`src/rtl/regfile_pkg.sv`:
```
// Shared register-file constants and writeback request type used by the
// write-port arbiter and its grant logic.
package regfile_pkg;

  localparam int REG_ADDR_W = 5;
  localparam int REG_DATA_W = 32;
  localparam logic [REG_ADDR_W-1:0] REG_ZERO = '0;

  // 'reg' is a keyword, so the index field is called addr.
  typedef struct packed {
    logic [REG_ADDR_W-1:0] addr;
    logic [REG_DATA_W-1:0] data;
  } wb_req_t;

  // True when two or more bits of v are set.
  function automatic logic multi_hot(input logic [7:0] v);
    return (v & (v - 8'd1)) != 8'd0;
  endfunction

endpackage

```
`src/rtl/wb_arb_grant.sv`:
```
// Combinational valid -> one-hot grant. The search starts at ptr_i and wraps;
// a constant zero pointer gives lowest-index-wins fixed priority.
module wb_arb_grant
  import regfile_pkg::*;
#(
  parameter int NUM_REQ = 3,
  parameter int IDX_W   = 2
) (
  input  logic [NUM_REQ-1:0] valid_i,
  input  logic [IDX_W-1:0]   ptr_i,
  output logic [NUM_REQ-1:0] grant_o,
  output logic [IDX_W-1:0]   grant_idx_o,
  output logic               grant_any_o
);

  int idx;

  // Scan from the pointer, wrapping once around all requesters.
  always_comb begin
    grant_o     = '0;
    grant_idx_o = '0;
    grant_any_o = 1'b0;
    idx         = 0;
    for (int k = 0; k < NUM_REQ; k++) begin
      idx = int'(ptr_i) + k;
      if (idx >= NUM_REQ) begin
        idx = idx - NUM_REQ;
      end else begin
        idx = idx;
      end
      if (!grant_any_o && valid_i[idx]) begin
        grant_o[idx] = 1'b1;
        grant_idx_o  = IDX_W'(idx);
        grant_any_o  = 1'b1;
      end else begin
        grant_any_o = grant_any_o;
      end
    end
  end

endmodule

```
`src/rtl/regfile_write_arbiter.sv`:
```
// Shares the register file write port among NUM_REQ writeback sources with a
// one-cycle registered write stage and a saturating stall counter.
// Define REGFILE_ARB_RR_EN for round-robin arbitration; otherwise fixed priority.
module regfile_write_arbiter
  import regfile_pkg::*;
#(
  parameter int NUM_REQ = 3,
  parameter int DATA_W  = REG_DATA_W,
  parameter int ADDR_W  = REG_ADDR_W,
  parameter int CNT_W   = 16,
  localparam int IDX_W  = (NUM_REQ > 1) ? $clog2(NUM_REQ) : 1
) (
  input  logic                      clock,
  input  logic                      ctrl_reset_n,
  input  logic [NUM_REQ-1:0]        req_valid,
  input  logic [NUM_REQ*ADDR_W-1:0] req_reg,
  input  logic [NUM_REQ*DATA_W-1:0] req_data,
  output logic [NUM_REQ-1:0]        req_ready,
  output logic                      ctrl_writeEnable,
  output logic [ADDR_W-1:0]         ctrl_writeReg,
  output logic [DATA_W-1:0]         data_writeReg,
  output logic [IDX_W-1:0]          grant_id,
  output logic [CNT_W-1:0]          stall_count
);

  logic [IDX_W-1:0]   ptr_s;
  logic [NUM_REQ-1:0] grant_s;
  logic [IDX_W-1:0]   sel_idx_s;
  logic               grant_any_s;
  logic               accept_s;
  logic [ADDR_W-1:0]  sel_reg_s;
  logic [DATA_W-1:0]  sel_data_s;
  logic [7:0]         valid_ext_s;
  logic               multi_s;

  logic               we_q, we_d;
  logic [ADDR_W-1:0]  reg_q, reg_d;
  logic [DATA_W-1:0]  data_q, data_d;
  logic [IDX_W-1:0]   gid_q, gid_d;
  logic [CNT_W-1:0]   stall_q, stall_d;

  wb_arb_grant #(
    .NUM_REQ (NUM_REQ),
    .IDX_W   (IDX_W)
  ) u_grant (
    .valid_i     (req_valid),
    .ptr_i       (ptr_s),
    .grant_o     (grant_s),
    .grant_idx_o (sel_idx_s),
    .grant_any_o (grant_any_s)
  );

  // No handshake completes while reset is held.
  assign req_ready = grant_s & {NUM_REQ{ctrl_reset_n}};
  assign accept_s  = grant_any_s & ctrl_reset_n;

  assign sel_reg_s  = req_reg[int'(sel_idx_s)*ADDR_W +: ADDR_W];
  assign sel_data_s = req_data[int'(sel_idx_s)*DATA_W +: DATA_W];

`ifdef REGFILE_ARB_RR_EN
  logic [IDX_W-1:0] ptr_q, ptr_d;

  // Pointer moves just past the winner; it holds when nobody is granted.
  always_comb begin
    ptr_d = ptr_q;
    if (accept_s) begin
      if (sel_idx_s == IDX_W'(NUM_REQ - 1)) begin
        ptr_d = '0;
      end else begin
        ptr_d = sel_idx_s + IDX_W'(1);
      end
    end else begin
      ptr_d = ptr_q;
    end
  end

  // Round-robin pointer register.
  always_ff @(posedge clock or negedge ctrl_reset_n) begin
    if (!ctrl_reset_n) begin
      ptr_q <= '0;
    end else begin
      ptr_q <= ptr_d;
    end
  end

  assign ptr_s = ptr_q;
`else
  assign ptr_s = '0;
`endif

  // Contention detect over a zero-extended valid vector.
  always_comb begin
    valid_ext_s                = 8'd0;
    valid_ext_s[NUM_REQ-1:0]   = req_valid;
    multi_s                    = multi_hot(valid_ext_s);
  end

  // Next state of the write stage; r0 writes are accepted but never strobed.
  always_comb begin
    we_d   = 1'b0;
    reg_d  = reg_q;
    data_d = data_q;
    gid_d  = gid_q;
    if (accept_s) begin
      we_d   = (sel_reg_s != ADDR_W'(REG_ZERO));
      reg_d  = sel_reg_s;
      data_d = sel_data_s;
      gid_d  = sel_idx_s;
    end else begin
      we_d = 1'b0;
    end
  end

  // Saturating stall counter next state.
  always_comb begin
    stall_d = stall_q;
    if (multi_s && (stall_q != {CNT_W{1'b1}})) begin
      stall_d = stall_q + CNT_W'(1);
    end else begin
      stall_d = stall_q;
    end
  end

  // Output write stage and counter registers.
  always_ff @(posedge clock or negedge ctrl_reset_n) begin
    if (!ctrl_reset_n) begin
      we_q    <= 1'b0;
      reg_q   <= '0;
      data_q  <= '0;
      gid_q   <= '0;
      stall_q <= '0;
    end else begin
      we_q    <= we_d;
      reg_q   <= reg_d;
      data_q  <= data_d;
      gid_q   <= gid_d;
      stall_q <= stall_d;
    end
  end

  assign ctrl_writeEnable = we_q;
  assign ctrl_writeReg    = reg_q;
  assign data_writeReg    = data_q;
  assign grant_id         = gid_q;
  assign stall_count      = stall_q;

endmodule

```
`config.mk`:
```
export PLATFORM = sky130hd
export DESIGN_NAME = regfile_write_arbiter
export DESIGN_NICKNAME = d
export VERILOG_FILES = /design/src/rtl/regfile_pkg.sv /design/src/rtl/wb_arb_grant.sv /design/src/rtl/regfile_write_arbiter.sv
export SDC_FILE = /design/constraint.sdc
export NUM_CORES = 1
export LEC_CHECK = 0
export ABC_AREA = 1
export BUFFER_PORTS_ARGS = -buffer_cell sky130_fd_sc_hd__clkbuf_2
export CORE_ASPECT_RATIO = 0.9
export CORE_MARGIN = 2
export CORE_UTILIZATION = 47
export CTS_BUF_LIST = sky130_fd_sc_hd__clkbuf_8
export DETAILED_ROUTE_END_ITERATION = 10
export PLACE_DENSITY = 0.83
export SYNTH_ARGS = -nofsm -noshare
export SYNTH_HDL_FRONTEND = slang
export SYNTH_SLANG_ARGS = --single-unit
```
`constraint.sdc`:
```
create_clock -name clock -period 2.4 [get_ports clock]
set_clock_uncertainty 0.2 [all_clocks]
set_input_delay 0.24 -clock clock [delete_from_list [all_inputs] [get_ports clock]]
set_output_delay 0.24 -clock clock [all_outputs]
set_load 0.03 [all_outputs]
```
After elaboration in Yosys (flattened, before gate mapping)
Index checks and enable logic that the tools add are counted.
{ "totals": {"ff_bits": 56, "inputBits": 116, "wordCells": 30} }
{ "op_classes": {"n_addsub": 2, "n_mul": 1, "n_eq_ne": 1, "shift": 2, "mux": 9, "bitwise": 3, "n_reduce_logical": 7} }
{ "ops": {"columns": ["cell", "n"], "rows": [
  ["variable part select 96 x 8 -> 32 bit", 1],
  ["adder 16 x 1 -> 16 bit, second input constant", 1],
  ["inequality test 16 bit, second input constant", 1],
  ["variable part select 15 x 6 -> 5 bit", 1],
  ["bitwise AND 3 x 8 -> 8 bit", 1],
  ["nonzero test 8 bit", 1],
  ["2-to-1 mux 1 bit", 6],
  ["multiplier 2 x 3 -> 5 bit, second input constant", 1],
  ["nonzero test 5 bit", 1],
  ["2-to-1 mux 2 bit", 2],
  ["subtractor 3 x 1 -> 4 bit, second input constant", 1],
  ["bitwise AND 3 bit", 1],
  ["logical AND 1 bit", 3],
  ["2-to-1 mux 3 bit", 1],
  ["zero test 1 bit", 2],
  ["bitwise AND 1 bit", 1]
]} }

Logic depth before layout (Yosys ltp)
{ "depth": {"depth_word": 11, "mapped_depth": 10, "mapped_depth_nobuf": 9} }

Modules after synthesis
Synthesis repeated with hierarchy kept, for this count alone.
{ "hier_totals": {"hier_cells": 529, "area_unflattened_um2": 3575.9} }
{ "by_module_without_submodules": {"columns": ["mod", "instances", "cells_per_inst", "area_each_um2", "seq_area_each_um2"], "rows": [
  ["regfile_write_arbiter", 1, 468, 3255.6, 1401.3],
  ["wb_arb_grant", 1, 61, 320.3, 0.0]
]} }

Worst setup path before layout
No wires, ideal clock.
{ "synth_path": {"kind": "reg2reg", "startpoint": "register stall_q[1] (netlist: stall_count[1])", "endpoint": "register stall_q[11] (netlist: stall_count[11])", "setup_time_ns": 0.117, "arrival_time_ns": 1.613, "required_time_ns": 2.083, "slack_ns": 0.470, "path_stages_with_launch": 10, "cell_sequence": "dfrtp_1 > ha_1 > nand3_2 > nor2_1 > nand3_1 > nand2_2 > inv_2 > buf_6 > nand2_1 > nand2_1"} }
{ "synth_between": {"elab_chain_len": 2, "elab_cells_between_ends": 3, "classes_between": "add/sub: 1; eq/ne: 1; reduce/logical: 1"} }
{ "synth_lines": {"columns": ["element", "line", "rtl"], "rows": [
  ["start: declaration", "regfile_write_arbiter.sv:40", "logic [CNT_W-1:0] stall_q, stall_d;"],
  ["start signal: assignment", "regfile_write_arbiter.sv:137", "stall_q <= stall_d;"],
  ["branches (longest 2 deep; another with adder 16 x 1 -> 16 bit)", null, null]
]} }
Several ways; the timed one is not identified.
A chain may end at the register's enable or synchronous reset.

Worst setup path in the final report
{ "layout_path": {"startpoint": "register stall_q[1] (netlist: stall_count[1])", "endpoint": "register stall_q[10] (netlist: stall_count[10])"} }
Same word-level chain as after synthesis.

==> flow_summary.yaml <==
clocking:
  post_cts_resized: 0
  clockRootBuffer: "clkbuf_8"
  cts_buffer_depth: 2
  cts_max_level: 2
  cts_tree: "done"
  clkSinkCount: 56
  cts.clk_slew.worst_paths_ns: 0.10
  worstSkewPairLatency_ns: 0.31
  cts_buffers: 5
timing:
  tns_ns: 0
  finalMaxSlewViolations: 0
  setup_violations: 0
  timing.fmax_mhz: 488
  min_period_over_period: 0.853
  rsz0062_at_grt: "false"
  maxSlewHeadroom: 0.522
  fin_ws_ns: 0.352
  fin_crit_ns: 2.05
  tightest_slew_ns: 0.716
  hold_violations: 0
logic_synthesis:
  ys_seq_elements: 56
  synth-edff-count: 0
  synth_top_flop_cell: "dfrtp_1"
  syn_area_sq_um: 3250
  synth_cell_type_count: 24
  async_flop_share: 1.00
  synth_nets: 596
  synthCells: 479
  ys_seq_area_frac: 0.432
  yosysWarnings: 0
  synth_area_per_cell_sq_um: 6.78
power:
  power_frac_seq: 0.454
  p_switching_uw: 1040
  irDropWorstVdd_uv: 326
  netSwitchingFraction: 0.394
  clockPowerShare: 0.188
  internal_power_uw: 1600
  comb_power_share: 0.359
  p_per_area_nw_per_um2: 585
  leakage_uw: 0.00255
floorplan:
  die_w_um: 91.6
  ioPinCount: 175
  core.rowCount: 28
  initial_utilization: 0.490
  die_h_um: 82.8
  die_area_sq_um: 7590
  core_area_sq_um: 6620
setup_path:
  worstPathMaxFanout: 18
  r2r_setup_slack_ns: 0.35
  critical_path.startpoint_type: "flop"
  timing.rr.end: "stall_count[10]"
  cp.arrival_ns: 2.05
  crit_required_ns: 2.41
  path_class: "reg -> reg"
  critical_path.endpoint_type: "flop"
  rr_worst_depth: 8
  r2r_start: "stall_count[1]"
layout:
  drive_gt1_frac: 0.298
  synthToLayoutAreaGrowth_pct: 39.0
  diodes: 0
  nNetsFinal: 788
  ff_latch_area_sq_um: 1400
  fillers: 573
  multi_input_area_sq_um: 1650
routing:
  vias_per_cell: 5.05
  drc_errors: 0
  wl_per_cell_um: 13.5
  ant_nets: 0
  drtPass1Iterations: 5
  drtIter0Drc: 228
  routed_wl_mm: 10.3
  vias: 3840
global_routing:
  grt_pass1_wl_mm: 16.5
  grt_max_degree: 57
  grt_use_total: 0.268
  grt-ovfl-total: 0
  grt_pass1_vias: 3477
  antenna_found_initial: 0
place:
  pre_cts_slack_ns: 0.382
  hpwlAfterDp_mm: 7.59
  port_buffers: 174
  gp_congestion: 0.923
hold_path:
  hold_start: "req_data[90]"
  min_delay_path_depth: 3
  hold_path_end: "data_writeReg[26]"
  hold_class: "in -> reg"
flow_run:
  drv_cap: 0
run_status:
  outcome: "completed"
[critical path: stages (launching register included)]
cell and delay (ns):
dfrtp_1 0.43, ha_1 0.25, nand3_2 0.12, nor2_1 0.20
nand3_1 0.11, nand2_2 0.28, inv_2 0.19, nand2_1 0.11
nand2_1 0.05
[how the worst max path moves through the flow]
stage,start,to
2_1_floorplan,stall_count[1],stall_count[11]
3_3_place_gp,stall_count[0],stall_count[15]
3_5_place_dp,stall_count[1],stall_count[10]
4_1_cts,stall_count[1],stall_count[10]
5_1_grt,stall_count[1],stall_count[14]
6_report,stall_count[1],stall_count[10]
[per-layer routing]
layer	track usage	up-vias	wire length (um)
met2	0.453	186	5030
met5	0	-	0
li1	-	1886	-
met3	0.0399	35	712
met4	0.109	0	398
met1	0.344	1733	4130
[registers in the layout (all words and copies together), names as in the netlist]
register / flops
ctrl_writeEnable: 1
data_writeReg: 32
grant_id: 2
ctrl_writeReg: 5
stall_count: 16
[synthesized netlist by cell type (4+ instances only)]
cell / n / area share
xor2_1: 4 / 0.011
inv_1: 17 / 0.020
nand3_1: 47 / 0.072
nand2_1: 214 / 0.25
o21ai_0: 6 / 0.0093
a21oi_1: 4 / 0.0062
clkbuf_1: 11 / 0.013
dfrtp_1: 56 / 0.43
buf_2: 9 / 0.014
xnor2_1: 8 / 0.022
o21ai_1: 36 / 0.056
nor2_1: 46 / 0.053
[cell families after synthesis]
group,count (synthesis),synth area share
xor gates and xnor gates,12,0.0324
buffers and inverters,43,0.0590
AOI/OAI and AO/OA,48,0.0763
and+or+nand+nor,319,0.397
adders and majority gates,1,0.00385
DFF,56,0.432
[area by class of cell]
cell class,count,area share
multi-input combinational,380,0.366
inverter,19,0.0158
clock inverter,2,0.00194
clock buffer,5,0.0153
sequential,56,0.311
tap,90,0.0250
timing repair buffer,209,0.265
[per-stage QoR]
step / area [sq um] / hold slack (ns) / total power [uW] / instances / util
after floorplan: 3250 / -0.256 / 1780 / 479 / -
after global placement: 4180 / 0.267 / 2100 / 729 / 0.632
after detailed placement: 4180 / 0.277 / 2130 / 729 / 0.632
after CTS: 4510 / 0.00498 / 2650 / 761 / 0.681
after global routing: 4510 / 0.0218 / 2780 / 761 / 0.681
final: 4510 / 0.00610 / 2640 / 761 / 0.681
[what timing repair did]
action / in CTS / in global routing
endpoints found under the hold margin: 80 / 0
setup buffers: 0 / 0
hold buffers: 25 / 0
endpoints found under the setup margin: 0 / 0
[cells in the final DEF, fill, tap and decap left out, types with 3 or more instances in the layout]
master / count
inv_1: 18
xnor2_1: 8
o21ai_1: 36
nor2_1: 46
nand2_1: 214
a21oi_1: 4
nor3_1: 3
xor2_1: 4
clkbuf_2: 174
dlygate4sd3_1: 25
nand3_1: 47
o21ai_0: 6
dfrtp_1: 56
clkbuf_8: 5
buf_4: 10
[power groups by stage]
stage                     registers, uW  logic (uW)  clock network (uW)
after floorplan                    1460         323                   0
after global placement             1210         899                   0
after detailed placement           1210         915                   0
after CTS                          1190         949                 506
after global routing               1210        1030                 545
final                              1200         947                 496
No activity file was read; power rests on OpenSTA's default activity.
